## src/rtl/fitness_eval_pkg.sv

```systemverilog
// Shared constants, FSM state type and helpers for the fitness evaluation controller.
package fitness_eval_pkg;

  localparam int DATA_W        = 32;
  localparam int NUM_SEQ       = 16;
  localparam int NUM_ERR       = 8;
  localparam int ERR_W         = 32;
  localparam int NIB_W         = 4;
  localparam int SETTLE_CYCLES = 4;

  typedef enum logic [2:0] {
    IDLE,
    LOAD,
    APPLY,
    SAMPLE,
    DONE,
    RELEASE
  } state_t;

  function automatic logic [31:0] clamp_seq_count(input logic [31:0] requested,
                                                  input int unsigned limit);
    return (requested > limit) ? limit : requested;
  endfunction

endpackage

```

## src/rtl/nibble_mismatch_count.sv

```systemverilog
// Counts masked mismatching bits per nibble between a circuit output and its expected word.
module nibble_mismatch_count #(
  parameter int DATA_W  = 32,
  parameter int NUM_ERR = 8
) (
  input  logic [DATA_W-1:0]       out,
  input  logic [DATA_W-1:0]       expected,
  input  logic [DATA_W-1:0]       valid,
  output logic [NUM_ERR-1:0][2:0] counts
);
  import fitness_eval_pkg::*;

  logic [DATA_W-1:0] mismatch;

  assign mismatch = (out ^ expected) & valid;

  always_comb begin
    counts = '0;
    for (int k = 0; k < NUM_ERR; k++) begin
      for (int b = 0; b < NIB_W; b++) begin
        counts[k] = counts[k] + {2'b00, mismatch[k*NIB_W + b]};
      end
    end
  end

endmodule

```

## src/rtl/fitness_eval_ctrl.sv

```systemverilog
// Runs one fitness evaluation: loads the chromosome, applies each vector, accumulates
// per-nibble mismatch counts, then handshakes the result back to the HPS.
module fitness_eval_ctrl #(
  parameter int NUM_SEQ       = 16,
  parameter int DATA_W        = 32,
  parameter int NUM_ERR       = 8,
  parameter int SETTLE_CYCLES = 4
) (
  input  logic                                       clk,
  input  logic                                       reset,
  input  logic                                       start_processing,
  input  logic                                       done_feedback,
  input  logic [31:0]                                sequences_to_process,
  input  logic [NUM_SEQ*DATA_W-1:0]                  input_sequence,
  input  logic [NUM_SEQ*DATA_W-1:0]                  expected_output,
  input  logic [NUM_SEQ*DATA_W-1:0]                  valid_output,
  input  logic [DATA_W-1:0]                          circuit_out,
  output logic [DATA_W-1:0]                          circuit_in,
  output logic                                       chrom_load,
  output logic                                       ready_to_process,
  output logic                                       done_processing,
  output logic [NUM_ERR*fitness_eval_pkg::ERR_W-1:0] error_sum
);
  import fitness_eval_pkg::*;

  localparam int IDX_W = (NUM_SEQ > 1) ? $clog2(NUM_SEQ) : 1;
  localparam int CNT_W = $clog2(NUM_SEQ + 1);
  localparam int SET_W = $clog2(SETTLE_CYCLES + 1);
  localparam logic [SET_W-1:0] SETTLE_LAST = SET_W'(SETTLE_CYCLES - 1);

  state_t                         state;
  logic [IDX_W-1:0]               idx;
  logic [IDX_W-1:0]               next_idx;
  logic [CNT_W-1:0]               n_seq;
  logic [SET_W-1:0]               settle_cnt;
  logic [NUM_ERR-1:0][ERR_W-1:0]  sums;
  logic [NUM_ERR-1:0][2:0]        nib_counts;
  logic [DATA_W-1:0]              cur_expected;
  logic [DATA_W-1:0]              cur_valid;
  logic [DATA_W-1:0]              first_vec;
  logic [DATA_W-1:0]              next_vec;
  logic                           last_vec;

  assign next_idx     = idx + 1'b1;
  assign cur_expected = expected_output[idx*DATA_W +: DATA_W];
  assign cur_valid    = valid_output[idx*DATA_W +: DATA_W];
  assign first_vec    = input_sequence[DATA_W-1:0];
  assign next_vec     = input_sequence[next_idx*DATA_W +: DATA_W];
  assign last_vec     = (CNT_W'(idx) == (n_seq - CNT_W'(1)));
  assign error_sum    = sums;

  nibble_mismatch_count #(
    .DATA_W  (DATA_W),
    .NUM_ERR (NUM_ERR)
  ) u_mismatch (
    .out      (circuit_out),
    .expected (cur_expected),
    .valid    (cur_valid),
    .counts   (nib_counts)
  );

  // Outputs are registered on state entry so they line up with the state they describe.
  always_ff @(posedge clk or posedge reset) begin
    if (reset) begin
      state            <= IDLE;
      circuit_in       <= '0;
      chrom_load       <= 1'b0;
      done_processing  <= 1'b0;
      ready_to_process <= 1'b1;
      sums             <= '0;
      idx              <= '0;
      n_seq            <= '0;
      settle_cnt       <= '0;
    end else begin
      chrom_load <= 1'b0;
      case (state)
        IDLE: begin
          if (start_processing) begin
            state            <= LOAD;
            n_seq            <= CNT_W'(clamp_seq_count(sequences_to_process, NUM_SEQ));
            chrom_load       <= 1'b1;
            ready_to_process <= 1'b0;
            idx              <= '0;
          end
        end
        LOAD: begin
          sums       <= '0;
          idx        <= '0;
          settle_cnt <= '0;
          if (n_seq == '0) begin
            state           <= DONE;
            done_processing <= 1'b1;
            circuit_in      <= '0;
          end else begin
            state      <= APPLY;
            circuit_in <= first_vec;
          end
        end
        APPLY: begin
          if (settle_cnt == SETTLE_LAST) begin
            settle_cnt <= '0;
            state      <= SAMPLE;
          end else begin
            settle_cnt <= settle_cnt + 1'b1;
          end
        end
        SAMPLE: begin
          for (int k = 0; k < NUM_ERR; k++) begin
            sums[k] <= sums[k] + ERR_W'(nib_counts[k]);
          end
          if (last_vec) begin
            state           <= DONE;
            done_processing <= 1'b1;
            circuit_in      <= '0;
          end else begin
            state      <= APPLY;
            idx        <= next_idx;
            circuit_in <= next_vec;
          end
        end
        DONE: begin
          if (done_feedback) begin
            state           <= RELEASE;
            done_processing <= 1'b0;
          end
        end
        // A still-asserted start must not immediately launch another run.
        RELEASE: begin
          if (!start_processing && !done_feedback) begin
            state            <= IDLE;
            ready_to_process <= 1'b1;
          end
        end
        default: state <= IDLE;
      endcase
    end
  end

endmodule

```

## config.mk

```make
export PLATFORM = sky130hd
export DESIGN_NAME = fitness_eval_ctrl
export DESIGN_NICKNAME = d
export VERILOG_FILES = /design/src/rtl/fitness_eval_pkg.sv /design/src/rtl/nibble_mismatch_count.sv /design/src/rtl/fitness_eval_ctrl.sv
export SDC_FILE = /design/constraint.sdc
export NUM_CORES = 2
export LEC_CHECK = 0
export CAP_MARGIN = 20
export CELL_PAD_IN_SITES_DETAIL_PLACEMENT = 0
export CELL_PAD_IN_SITES_GLOBAL_PLACEMENT = 1
export CORE_AREA = 2 2 742 744
export CTS_BUF_LIST = sky130_fd_sc_hd__clkbuf_4 sky130_fd_sc_hd__clkbuf_8 sky130_fd_sc_hd__clkbuf_16
export CTS_CLUSTER_SIZE = 14
export DETAILED_ROUTE_END_ITERATION = 10
export DIE_AREA = 0 0 744 746
export HOLD_SLACK_MARGIN = 0.15
export PLACE_DENSITY_LB_ADDON = 0.05
export SETUP_SLACK_MARGIN = 0.1
export SLEW_MARGIN = 40
export SYNTH_ARGS = -nofsm -noshare
export SYNTH_HDL_FRONTEND = slang
export SYNTH_SLANG_ARGS = --single-unit
```

## constraint.sdc

```tcl
create_clock -name clk -period 21.7 [get_ports clk]
set_clock_uncertainty 0.2 [all_clocks]
set_input_delay 2.17 -clock clk [delete_from_list [all_inputs] [get_ports clk]]
set_output_delay 2.17 -clock clk [all_outputs]
set_load 0.01 [all_outputs]
```

Word level (Yosys, flattened, before mapping)
Cells that the tools add are included.
{"block": "op_classes", "add_sub_neg": 35, "magnitude_cmp": 1, "eq_ne": 14, "shifts": 3, "muxes": 26, "bitwise": 2, "reduce_logical": 15}
{"cell": "512-bit by 10-bit variable part select with 32-bit output", "n": 3}
{"cell": "256-bit case mux with 2 select lines", "n": 1}
{"cell": "32-bit by 3-bit adder with 32-bit output", "n": 8}
{"cell": "32-bit 2-to-1 mux", "n": 2}
{"cell": "32-bit case mux with 2 select lines", "n": 1}
{"cell": "3-bit by 1-bit adder with 3-bit output", "n": 16}
{"cell": "32-bit bitwise AND", "n": 1}
{"cell": "32-bit by 5-bit > comparator with 1-bit output (second input constant)", "n": 1}
{"cell": "32-bit XOR", "n": 1}
{"cell": "3-bit 2-to-1 mux", "n": 7}
{"cell": "3-bit case mux with 6 select lines", "n": 1}
{"cell": "1-bit by 1-bit adder with 2-bit output", "n": 8}
{"cell": "2-bit != test (second input constant)", "n": 7}
{"cell": "4-bit case mux with 3 select lines", "n": 1}
{"cell": "3-bit by 2-bit == test with 1-bit output (second input constant)", "n": 3}
{"cell": "4-bit 2-to-1 mux", "n": 2}
{"cell": "4-bit AND reduction", "n": 2}
{"cell": "1-bit 2-to-1 mux", "n": 7}
{"cell": "3-bit == test (second input constant)", "n": 2}
{"cell": "3-bit case mux with 2 select lines", "n": 1}
{"cell": "3-bit AND reduction", "n": 2}
{"cell": "2-bit nonzero test", "n": 3}
{"cell": "3-bit nonzero test", "n": 2}
{"cell": "4-bit by 5-bit == test with 1-bit output", "n": 1}
{"cell": "12 further kinds", "n": 13}
{"block": "word_totals", "register_bits": 306, "out_inout_bits": 291, "word_cells": 112}

Depth between registers and ports, before layout
{"block": "logic_depth", "ltp_word": 8, "mapped_depth": 18, "mapped_depth_nobuf": 13}

Hierarchy
From an unflattened synthesis, not the netlist that was laid out.
{"block": "hier_totals", "hier_cells": 3357, "area_unflattened_um2": 29407.0}
{"mod": "fitness_eval_ctrl", "instances": 1, "cells_per_inst": 3255, "area_per_inst_um2": 28566.1, "seq_area_each_um2": 7658.6}
{"mod": "nibble_mismatch_count", "instances": 1, "cells_per_inst": 102, "area_per_inst_um2": 840.8, "seq_area_each_um2": 0.0}

Least setup slack after synthesis
No wires, ideal clock.
{"block": "synth_path", "kind": "input port to flip-flop", "start": "input expected_output[381]", "end": "register sums (netlist bit error_sum[243])", "setup_ps": 78, "arrival_ps": 5839, "path_slack_ps": 15583, "path_stages": 14, "path_buffers": 1, "cell_sequence": "mux4_2 -> xor2_1 -> a31oi_1 -> a32oi_1 -> ha_1 -> fa_1 -> ha_1 -> ha_1 -> a21o_1 -> a21oi_1 -> or4_1 -> clkbuf_1 -> or4_1 -> a21oi_1"}
{"block": "synth_via", "elab_chain_len": 8}
{"item": "start, declared", "line": "fitness_eval_ctrl.sv:15", "source": "input logic [NUM_SEQ*DATA_W-1:0] expected_output,"}
{"item": "512-bit by 10-bit variable part select with 32-bit output", "line": "fitness_eval_ctrl.sv:45", "source": "assign cur_expected = expected_output[idx*DATA_W +: DATA_W];"}
{"item": "32-bit XOR", "line": "nibble_mismatch_count.sv:15", "source": "assign mismatch = (out ^ expected) & valid;"}
{"item": "32-bit bitwise AND", "line": "nibble_mismatch_count.sv:15"}
{"item": "1-bit by 1-bit adder with 2-bit output", "line": "nibble_mismatch_count.sv:21", "source": "counts[k] = counts[k] + {2'b00, mismatch[k*NIB_W + b]};"}
{"item": "3-bit by 1-bit adder with 3-bit output (2 in series)", "line": "nibble_mismatch_count.sv:21"}
{"item": "32-bit by 3-bit adder with 32-bit output", "line": "fitness_eval_ctrl.sv:109", "source": "sums[k] <= sums[k] + ERR_W'(nib_counts[k]);"}
{"item": "256-bit case mux with 2 select lines", "line": "fitness_eval_ctrl.sv:76", "source": "case (state)"}
{"item": "end signal, assigned by index", "line": "fitness_eval_ctrl.sv:109"}
{"item": "end, declared", "line": "fitness_eval_ctrl.sv:36", "source": "logic [NUM_ERR-1:0][ERR_W-1:0] sums;"}
Every way passes these cells.
A chain may end at the register's enable or synchronous reset.

Worst setup path in the final report
{"block": "layout_path", "start": "register idx[0]", "end": "register sums (netlist bit error_sum[245])"}
{"block": "layout_via", "elab_chain_len": 8, "word_cells_on_any_way": 9, "classes_between": "4 x add/sub; 2 x shift; 1 x mux; 2 x bitwise"}
{"item": "start, declared", "line": "fitness_eval_ctrl.sv:32", "source": "logic [IDX_W-1:0] idx;"}
{"item": "start signal, assigned", "line": "fitness_eval_ctrl.sv:117", "source": "idx <= next_idx;"}
{"item": "512-bit by 10-bit variable part select with 32-bit output", "line": "fitness_eval_ctrl.sv:45"}
{"item": "32-bit XOR", "line": "nibble_mismatch_count.sv:15"}
{"item": "32-bit bitwise AND (*)", "line": "nibble_mismatch_count.sv:15"}
{"item": "1-bit by 1-bit adder with 2-bit output", "line": "nibble_mismatch_count.sv:21"}
{"item": "3-bit by 1-bit adder with 3-bit output", "line": "nibble_mismatch_count.sv:21"}
{"item": "3-bit by 1-bit adder with 3-bit output (*)", "line": "nibble_mismatch_count.sv:21"}
{"item": "32-bit by 3-bit adder with 32-bit output (*)", "line": "fitness_eval_ctrl.sv:109"}
{"item": "256-bit case mux with 2 select lines (*)", "line": "fitness_eval_ctrl.sv:76"}
Mark *: on every way between the ends. The rest lies on a longest branch, timed or not.

==> summary.txt <==
post-synthesis cell area - 28490 um2
die area - 555000 um2
CTS tree - done
dpl hpwl - 360300 um
post-DR wirelength/cell - 34.42 um
Initial Util - 0.05207
met3 Use GR - 0.05837
Post-route DRC - 0
largest net degree at the start of global routing - 125
clk buf depth - 3
terminus of the critical flop-to-flop path - error_sum[245]
Tcrit/Tclk final - 0.3761
final core utilization - 0.1078
crit path capture type - flop
post-CTS setup buffers - 0
I/O pins - 1895
clock slew at reported path FFs - 60 ps
Lkg Pwr - 19.04 nW
Die Wd - 744 um
RSZ-0062 raised after global routing - no
GR Overflow Total - 0
most common cell after layout, fill and taps aside - clkdlybuf4s50_1
placed instance area - 56560 um2
Post-Syn Area per Cell - 10.77 um2
first-pass GRT wire length - 498200 um
nets@finish - 6127
Syn-to-layout area delta - 107.1%
Synth Flop Type - dfrtp_1
vias in the first global route - 35420
DR vias - 34040
post-synthesis instance total - 2645
commonest non-fill, non-tap cells in the layout - 1893 x clkdlybuf4s50_1, 384 x mux4_2, 300 x dfrtp_1, 179 x nand2_1, 169 x xor2_1
Post-synth EDFFs - 0
GRT Overall Usage - 0.1428
cts repair resizes - 0
post-route cell area - 59020 um2
Top Usage Layer GRT - met2
Max Freq - 0.1225 GHz
CTS Hold Buffers Added - 0
Syn. warnings - 0
Reg area - 7677 um2
initial antenna violation count - 517
drt via density - 2.861
layout cells sized above 1 - 0.1377
ys async rst share - 1.000
outcome - completed
DRT iter0 DRCs - 1772
Worst EP required - 22140 ps
Filler cells - 62790
final hold viol count - 0
drt first pass iters - 4
Hold Crit Class - reg -> reg
FF-to-FF path depth - 18
PortBufs - 1894
hold path depth - 1
Skew-Pair Late Insertion Delay - 740 ps
CTS Buf Count - 58
post-synth net total - 4309
area of the multi-input gates - 20050 um2
remaining antenna violation count after routing - 0
met1 GRT Util - 0.1589
critical path arrival - 8610 ps
Max-Cap Viols - 0
kind of critical path - reg -> reg
H-tree levels - 2
CP max FO - 67
r2r setup slk - 13540 ps
met2 Use GR - 0.2596
Slew Limit Fails - 0
core box area - 547200 um2
Yosys reg bits - 306
die height - 746 um
Setup Total Neg Slack - 0 ps
Worst-Margin Slew - 900.1 ps
min Tclk post-route - 8162 ps
Cell Pwr Density - 87.13 nW/um2
Reg-to-Reg Start - idx[0]
routed wire length - 409500 um
hold_sp - settle_cnt[0]
Hold Path End - settle_cnt[0]
Max rail drop VDD - 0.06869 mV
Startpoint Class - flop
slew margin rel. - 0.3999
FP Rows - 272
Netlist cell types - 64
post-synthesis sequential area ratio - 0.2688
Clock Tree Root - clkbuf_16
final setup vio count - 0
GP Congestion - 0.8195
Sink Count - 306
## state kept, by name, indices dropped and copies added (netlist names)
name and count:
settle_cnt 3, circuit_in 32, ready_to_process 1, done_processing 1
state 3, chrom_load 1, n_seq 5, error_sum 256
idx 4
## through the flow
step	cells	hold WS [ps]	total power [mW]	worst slack, ps
floorplan	2645	246.1	2.360	10870
global route	11790	304.1	5.558	12940
finish	11900	279.1	5.142	13540
CTS	11770	281.5	5.459	13110
detailed placement	11660	272.8	4.313	13160
global placement	11660	274.1	4.318	13130
## worst max-delay path by stage
stage          depth (start not counted)              to   start  slack (ps)
3_5_place_dp                          18  error_sum[245]  idx[0]       13160
2_1_floorplan                          1      chrom_load   reset       10870
3_3_place_gp                          18  error_sum[221]  idx[0]       13130
6_report                              18  error_sum[245]  idx[0]       13540
5_1_grt                               18  error_sum[243]  idx[0]       12940
4_1_cts                               18  error_sum[245]  idx[0]       13110
## layer usage
layer,part of all wire,wire length (um),vias up
li1,-,-,14230
met1,0.38,157000,16920
met2,0.50,206700,1795
met3,0.089,36490,866
met4,0.019,7943,224
met5,0.0035,1442,-
## cell type report
cell class | instances | area share
Antenna cell | 126 | 0.005343
Clock buffer | 88 | 0.02979
Clock inverter | 20 | 0.005555
Inverter | 29 | 0.001972
Multi-Input combinational cell | 2097 | 0.3398
Sequential cell | 306 | 0.1301
Tap cell | 7261 | 0.1539
Timing Repair Buffer | 1971 | 0.3335
## report_power, final
group	leakage, nW	internal, mW	switching, mW
clock	1.04	0.640	0.423
combinational	13.8	1.38	1.93
sequential	4.15	0.646	0.119
total	19.0	2.67	2.47
## Yosys cell counts (all sizes together) (11+ instances only)
cell    number  area, um2
clkbuf     138      518.0
nor4b       11      108.9
ha          44      550.5
inv         29      108.9
fa          16      320.3
nand4       45      287.8
nand2b      15      101.3
and2        32      200.2
nor4        45      294.0
a31oi       40      250.2
nand2      181      679.4
mux2i       15      150.1
nand3b      65      488.0
o31ai       53      397.9
o22ai       33      206.5
and4        21      183.9
nor3        40      205.2
or4         28      214.0
a21oi      129      645.6
o21ai       80      400.4
nor2       168      630.6
dfrtp      305       7632
xor2       171       1498
xnor2      103      902.1
a32oi       32      280.3
buf         75      342.8
a21o        20      150.1
or3         53      341.6
nand3      117      585.6
mux4       384       8648
and3        67      419.2
a211oi      26      195.2
## critical path: stages (launching register included)
cell and delay (ps):
dfrtp_4 630, buf_4 470, buf_4 590, buf_4 520
buf_12 490, mux4_2 600, xor2_1 170, nand3b_1 90
a32oi_1 480, ha_1 400, fa_1 620, ha_1 420
ha_1 290, a21o_1 130, a21oi_2 50, buf_4 200
or4_1 700, or4_1 560, a21oi_1 160
## cell families (layout without fill, tap and decap cells)
| kind of cell | count (synthesis) | count (layout) | share of synthesized area |
|---|---|---|---|
| AND/OR/NAND/NOR | 922 | 922 | 0.1758 |
| AO/OA/AOI/OAI | 441 | 441 | 0.09740 |
| multiplexers | 400 | 400 | 0.3092 |
| flip-flops | 306 | 306 | 0.2688 |
| XOR/XNOR | 274 | 274 | 0.08423 |
| buffers and inverters | 242 | 2108 | 0.03403 |
| adder cells (fa/ha/maj) | 60 | 60 | 0.03056 |
| other | 0 | 126 | 0 |
No activity file was read; power rests on OpenSTA's default activity.
